==> src/rtl/fir_out_buf_if.sv <==
// Sample/handshake bundle between the FIR output buffer, the FIR and the downstream consumer.
interface fir_out_buf_if #(
    parameter int WIDTH = 11,
    parameter int DEPTH = 8
);
    localparam int LW = $clog2(DEPTH) + 1;

    // Data is two's complement; the buffer never does arithmetic on it.
    logic [WIDTH-1:0] din;
    logic             vin;
    logic             ready;
    logic [WIDTH-1:0] dout;
    logic             vout;
    logic [LW-1:0]    level;
    logic             ovf;

    modport slave  (input din, vin, ready, output dout, vout, level, ovf);
    modport master (output din, vin, ready, input dout, vout, level, ovf);
endinterface

==> src/rtl/fir_out_buf.sv <==
// First-word fall-through circular buffer behind the FIR output; overflow drops the new sample.
// Define FIR_OUT_BUF_OVF_STICKY_EN for a sticky ovf flag; default is a one-cycle ovf pulse.
module fir_out_buf #(
    parameter int WIDTH = 11,
    parameter int DEPTH = 8
) (
    input  logic         clk,
    input  logic         rst,
    fir_out_buf_if.slave bus
);
    localparam int AW = $clog2(DEPTH);
    localparam int LW = AW + 1;

    logic [WIDTH-1:0] mem [DEPTH];
    logic [AW-1:0]    wr_ptr;
    logic [AW-1:0]    rd_ptr;
    logic [LW-1:0]    count;
    logic             ovf_q;

    logic empty;
    logic full;
    logic pop;
    logic push;
    logic ovf_event;

    assign empty     = (count == '0);
    assign full      = (count == LW'(DEPTH));
    assign pop       = !empty && bus.ready;
    // A pop on the same edge frees the slot, so a full buffer can still accept.
    assign push      = bus.vin && (!full || pop);
    assign ovf_event = bus.vin && full && !pop;

    // NOTE: storage has no reset; it is only ever read through rd_ptr while count is non-zero.
    always_ff @(posedge clk) begin
        if (push) begin
            mem[wr_ptr] <= bus.din;
        end
    end

    // NOTE: sequential state uses non-blocking assignments so every register samples pre-edge values.
    always_ff @(posedge clk or posedge rst) begin
        if (rst) begin
            wr_ptr <= '0;
            rd_ptr <= '0;
            count  <= '0;
        end else begin
            if (push) begin
                wr_ptr <= wr_ptr + 1'b1;
            end
            if (pop) begin
                rd_ptr <= rd_ptr + 1'b1;
            end
            unique case ({push, pop})
                2'b10:   count <= count + 1'b1;
                2'b01:   count <= count - 1'b1;
                default: count <= count;
            endcase
        end
    end

    always_ff @(posedge clk or posedge rst) begin
        if (rst) begin
            ovf_q <= 1'b0;
        end else begin
`ifdef FIR_OUT_BUF_OVF_STICKY_EN
            if (ovf_event) begin
                ovf_q <= 1'b1;
            end
`else
            ovf_q <= ovf_event;
`endif
        end
    end

    assign bus.vout  = !empty;
    assign bus.dout  = empty ? '0 : mem[rd_ptr];
    assign bus.level = count;
    assign bus.ovf   = ovf_q;
endmodule

==> src/flat_wrapper.sv <==
// flat-port wrapper written by rule: the top's interface ports become plain ports
module fir_out_buf_flat 
#(
    parameter int WIDTH = 11,
    parameter int DEPTH = 8
)
  (clk, rst, bus_din, bus_vin, bus_ready, bus_dout, bus_vout, bus_level, bus_ovf);
  fir_out_buf_if #(.WIDTH(WIDTH), .DEPTH(DEPTH)) bus_i ();
  input  logic clk;
  input  logic rst;
  input wire logic [$bits(bus_i.din)-1:0] bus_din;
  input wire logic [$bits(bus_i.vin)-1:0] bus_vin;
  input wire logic [$bits(bus_i.ready)-1:0] bus_ready;
  output wire logic [$bits(bus_i.dout)-1:0] bus_dout;
  output wire logic [$bits(bus_i.vout)-1:0] bus_vout;
  output wire logic [$bits(bus_i.level)-1:0] bus_level;
  output wire logic [$bits(bus_i.ovf)-1:0] bus_ovf;
  assign bus_i.din = bus_din;
  assign bus_i.vin = bus_vin;
  assign bus_i.ready = bus_ready;
  assign bus_dout = bus_i.dout;
  assign bus_vout = bus_i.vout;
  assign bus_level = bus_i.level;
  assign bus_ovf = bus_i.ovf;
  fir_out_buf #(.WIDTH(WIDTH), .DEPTH(DEPTH)) u_core (.clk(clk), .rst(rst), .bus(bus_i));
endmodule
==> config.mk <==
export PLATFORM = sky130hd
export DESIGN_NAME = fir_out_buf_flat
export DESIGN_NICKNAME = d
export VERILOG_FILES = /design/src/rtl/fir_out_buf_if.sv /design/src/rtl/fir_out_buf.sv /design/src/flat_wrapper.sv
export SDC_FILE = /design/constraint.sdc
export NUM_CORES = 1
export LEC_CHECK = 0
export ABC_CLOCK_PERIOD_IN_PS = 3000
export CORE_MARGIN = 3
export CORE_UTILIZATION = 40
export CTS_CLUSTER_DIAMETER = 100
export DETAILED_ROUTE_END_ITERATION = 16
export DONT_BUFFER_PORTS = 1
export PLACE_DENSITY = 0.64
export SYNTH_ARGS = -nofsm -noshare
export SYNTH_HDL_FRONTEND = slang
export SYNTH_SLANG_ARGS = --single-unit
==> constraint.sdc <==
create_clock -name clk -period 3 [get_ports clk]
set_clock_uncertainty 0.15 [all_clocks]
set_input_delay 0.6 -clock clk [delete_from_list [all_inputs] [get_ports clk]]
set_output_delay 0.6 -clock clk [all_outputs]
set_load 0.005 [all_outputs]
* Yosys cells after proc, flatten, opt, wreduce, memory -nomap -nowiden
Memories as Yosys holds them, arrays and structs flattened.
Index checks and enable logic that the tools add are counted.
** Word-level totals
- Memories :: 1
- Logic and storage cells :: 26
- Bits in writable memories :: 88
- Register bits :: 11
- Output and inout port bits :: 17
- Bits of input ports :: 15
- Bits in read-only memories :: 0
- Bits in latches :: 0
** Memory list
- u_core.mem :: depth 8, bits a word 11, read ports 1, clocked after memory_dff 0, wr ports 1, line fir_out_buf.sv:14 : logic [WIDTH-1:0] mem [DEPTH];
** Operators by class
- Reduce and logical (&&, ||, !) cells :: 10
- Bitwise logic cells :: 0
- Add/subtract/negate cells :: 4
- Multiplexer cells :: 4
- Equal/unequal tests :: 3
- $mul :: 0
- Div/mod/pow operators :: 0
- Shift-type cells :: 0
- Magnitude comparators :: 0
** Operator list (number)
- $mux 11 :: 1
- $pmux 4 s2 :: 1
- $add 3x1->3 const B :: 2
- $add 4x1->4 const B :: 1
- $eq 4x4->1 const B :: 1
- $logic_and 1x1->1 :: 4
- $logic_not 4->1 :: 1
- $sub 4x1->4 const B :: 1
- $logic_not 1->1 :: 3
- $eq 2x1->1 const B :: 1
- $eq 2x2->1 const B :: 1
- $mux 1 :: 2
- $reduce_bool 2->1 :: 1
- $logic_or 1x1->1 :: 1

* Longest topological paths before layout
- Depth in word-level cells :: 7
- Mapped depth :: 11

* Worst setup path after synthesis
No wires, ideal clock.
- Kind :: reg-to-reg
- From :: register u_core.count[1] (netlist: u_core.bus.level[1])
- To :: register u_core.count[3] (netlist: u_core.bus.level[3])
- Library setup time :: 0.090 ns
- Slack :: 0.145 ns
- Stages on the path, launching flop included :: 11
- Buffers on the path :: 3
- Clock period less this slack :: 2.855 ns
- Arrival :: 2.615 ns
- Path through :: dfrtp_1 -> buf_6 -> or4_4 -> buf_6 -> nand2_1 -> inv_1 -> ha_1 -> clkbuf_1 -> or4b_2 -> a21o_1 -> o221ai_1
** On the way
- Longest elaborated chain between the ends :: 7
- Elaborated cells on any way between the ends :: 13
** RTL lines
- start: declaration :: line fir_out_buf.sv:17 : logic [LW-1:0] count;
- start signal: assignment :: line fir_out_buf.sv:54 : 2'b10: count <= count + 1'b1;
- start signal: assignment :: line fir_out_buf.sv:55 : 2'b01: count <= count - 1'b1;
- start signal: assignment :: line fir_out_buf.sv:56 : default: count <= count;
- $logic_not 4->1 (*) :: line fir_out_buf.sv:26 : assign empty = (count == '0);
- $logic_not 1->1 (*)
- named net bus_vout :: line flat_wrapper.sv:15 : output wire logic [$bits(bus_i.vout)-1:0] bus_vout;
- $logic_and 1x1->1 (*) :: line fir_out_buf.sv:28 : assign pop = !empty && bus.ready;
- named net u_core.pop :: line fir_out_buf.sv:22 : logic pop;
- $logic_or 1x1->1 :: line fir_out_buf.sv:30 : assign push = bus.vin && (!full || pop);
- $logic_and 1x1->1 :: line fir_out_buf.sv:30
- $eq 2x1->1 or $eq 2x2->1 (tied branches) :: line fir_out_buf.sv:53 : unique case ({push, pop})
- $pmux 4 s2 or $reduce_bool 2->1 (tied branches)
The timed path passes the listed nets; every way through them passes the cells marked *.
A chain may end at the register's enable or synchronous reset.

* Final worst setup path
- From :: register u_core.count[0] (netlist: u_core.bus.level[0])
- To :: register u_core.count[3] (netlist: u_core.bus.level[3])
** On the way
- Longest elaborated chain between the ends :: 7
- Elaborated cells on any way between the ends :: 13
** RTL lines (line)
- $logic_not 4->1 :: fir_out_buf.sv:26
- $logic_not 1->1 :: fir_out_buf.sv:28
- $logic_and 1x1->1 :: fir_out_buf.sv:28
- $logic_or 1x1->1 :: fir_out_buf.sv:30
- $logic_and 1x1->1 :: fir_out_buf.sv:30
- $eq 2x1->1 or $eq 2x2->1 (tied branches) :: fir_out_buf.sv:53
- $pmux 4 s2 or $reduce_bool 2->1 (tied branches)
Several ways; a longest one is shown, not always the timed one.

==> results.cfg <==
[synthesis]
yosys.area_share.adder_pct = 1.56
synthSimpleGateAreaFrac_pct = 3.97
synth_mux_area_share_pct = 13.5
syn-num-nets = 217
seq_area_frac_synth_pct = 72.9
synth-compound-area-share_pct = 4.37
synth_edf_count = 88
synth_top_family_by_area = multiplexers
synth_top_flop_cell = edfxtp_1
ys_async_sr_fraction_pct = 11.1
synth_warnings = 0
avgSynthCellArea_sq_um = 20.3
netlist_instances = 197
syn_area_sq_um = 4010
synthXorXnorAreaFrac_pct = 1.53
ys_seq_elements = 99
synthDistinctLibCells = 37

[clocking]
ctsHtreeMaxLevel = 3
cts_num_sinks = 99
clock-root-buffer = clkbuf_8
cts_tree = built
cts.clk_slew.worst_paths_ps = 100
cts_buffers = 9
clk_latency_ps = 360
cts_buffer_depth = 2

[final_layout]
stdcell_count = 341
fill_cells = 784
synthToLayoutAreaGrowth_pct = 9.62
final_cell_mix = edfxtp_1, mux4_2, dfrtp_1, a22o_1, clkbuf_8
nNetsFinal = 227
diodes = 0
drive_gt1_share_pct = 28.8
multi_input_comb_area_sq_um = 1020
layout_commonest_cell = edfxtp_1
ff_latch_area_sq_um = 2920

[setup_path]
critical_path_arrival_ps = 2890
crit_path_end_kind = flip-flop
critPathKind = flip-flop to flip-flop
reg2reg_from = u_core.bus.level[0]$_DFFE_PP0P_
crit_start = u_core.bus.level[0]$_DFFE_PP0P_
cp_max_fo = 6
critPathLaunchType = flip-flop
crit_required_ps = 3080

[placed_design]
place_inst = 324
post-dp-hpwl_um = 4360
place_congestion = 0.797
io_buffers = 0

[floorplan]
die_w_um = 106
pin_count = 32
coreArea_sq_um = 9500
die_y_um = 106
start_util_pct = 42.1
fp.dieArea_sq_um = 11200
row_count = 35

[timing]
rsz0062_at_grt = no
setup_tns_ps = 0
setup_viol = 0
drv_slew = 0
relSlewSlack_pct = 21.6
worstMarginPinSlew_ps = 1170
fin_crit_ps = 2810
post-route-period-util_pct = 93.8
whs_ps = 184
clock.fmax_mhz = 355
hold_violations = 0

[status]
status = finished, final reports clean

[power]
internal_power_mw = 2.72
peakVddDrop_mv = 0.353
clock_power_share_pct = 19.6
p_sw_mw = 1.28
power.leakage_nw = 1.42
p_sw_share_pct = 31.9
powerDensity_nw_per_um2 = 910
finalPower_mw = 4.00
seqPwrFrac_pct = 47.9
power_frac_comb_pct = 32.5

[global_routing]
antenna_found_initial = 0
overflow = 0
grt_pass1_wl_um = 11100
grt_max_degree = 23
grt_usage_pct = 13.4
grt_pass1_vias = 1969

[detailed_routing]
vias = 1832
drc = 0
vias_per_cell = 5.37
wl_per_cell_um = 20.6
firstDrtPassIters = 4
drtIter0Drc = 115
totalWireLength_um = 7040
detail-route-antenna-nets = 0

[hold_path]
hold_path_class = input port to flip-flop
min-delay-start = bus_din[10]

[run]
drv_cap = 0
[cell usage after synthesis (all sizes together), types with 3 or more instances]
cell | count | area share, %
inv | 5 | 0.47
mux4 | 22 | 12
clkbuf | 3 | 0.28
mux2 | 3 | 0.84
nand2b | 3 | 0.47
edfxtp | 88 | 66
nor2 | 4 | 0.37
xnor2 | 6 | 1.3
a22o | 11 | 2.4
buf | 7 | 1.5
dfrtp | 11 | 6.9
ha | 5 | 1.6
nor3 | 5 | 0.62
[flip-flops by register name (all words and copies together), names as in the netlist]
register and cells:
u_core.rd_ptr 3, u_core.bus.level 4, u_core.mem 88, u_core.wr_ptr 3, u_core.bus.ovf 1
[timing repair]
item,in CTS,in global routing
endpoints found under the setup margin,0,1
hold endpoints to repair,11,0
setup buffers,0,0
hold buffers,1,0
gates resized for setup,0,1
[area by class of cell]
| cell class | instances | share of cell area, % |
|---|---|---|
| Sequential cell | 99 | 66.5 |
| Multi-Input combinational cell | 83 | 23.3 |
| Tap cell | 129 | 3.68 |
| Clock buffer | 9 | 2.82 |
| Timing Repair Buffer | 9 | 1.88 |
| Clock inverter | 7 | 1.40 |
| Inverter | 5 | 0.427 |
[worst paths after layout]
kind / to / slack, ps / cells past startpoint
setup reg to reg: u_core.bus.level[3]$_DFFE_PP0P_ / 190 / 6
min in group asynchronous: u_core.bus.level[3]$_DFFE_PP0P_ / 520 / 2
hold reg to reg: u_core.rd_ptr[2]$_DFFE_PP0P_ / 410 / 1
max in group asynchronous: u_core.bus.level[0]$_DFFE_PP0P_ / 1880 / 2
hold / removal: u_core.mem[0][10]$_DFFE_PP_ / 180 / 0
setup / recovery: u_core.bus.level[3]$_DFFE_PP0P_ / 190 / 6
[worst max-delay path, stage by stage, from the launching register on]
cell and delay (ps):
dfrtp_1 450, or3_2 560, o21ai_4 170, ha_1 270, or3b_2 480, a2111oi_1 400, o221ai_1 190
[per-stage QoR]
| stage | area [sq um] | utilization (%) | setup slack, ps |
|---|---|---|---|
| global placement | 4190 | 44.1 | 272 |
| floorplan | 4010 | - | 145 |
| global route | 4390 | 46.2 | 24.1 |
| CTS | 4390 | 46.2 | 178 |
| finish | 4390 | 46.2 | 187 |
| detailed placement | 4190 | 44.1 | 213 |
[power groups by stage]
stage	clock, mW	combinational [mW]	sequential (mW)
finish	0.784	1.30	1.91
global route	0.861	1.42	1.94
CTS	0.805	1.33	1.92
detailed placement	0	1.33	1.95
global placement	0	1.32	1.93
floorplan	0	1.04	1.90
[kinds of logic after synthesis]
family | count (synthesis)
xor+xnor | 7
fa+ha+maj | 5
mux | 26
buf+inv | 15
compound gates | 20
simple gates | 25
flops | 99
[per-layer routing]
| metal | global-route usage, % | part of all wire (%) | up-vias |
|---|---|---|---|
| met5 | 0 | 0 | - |
| met4 | 4.90 | 1.4 | 0 |
| met3 | 4.37 | 5.8 | 11 |
| met2 | 21.2 | 49 | 35 |
| met1 | 17.2 | 44 | 963 |
| li1 | - | - | 823 |
Power figures use the tool's default switching activity.
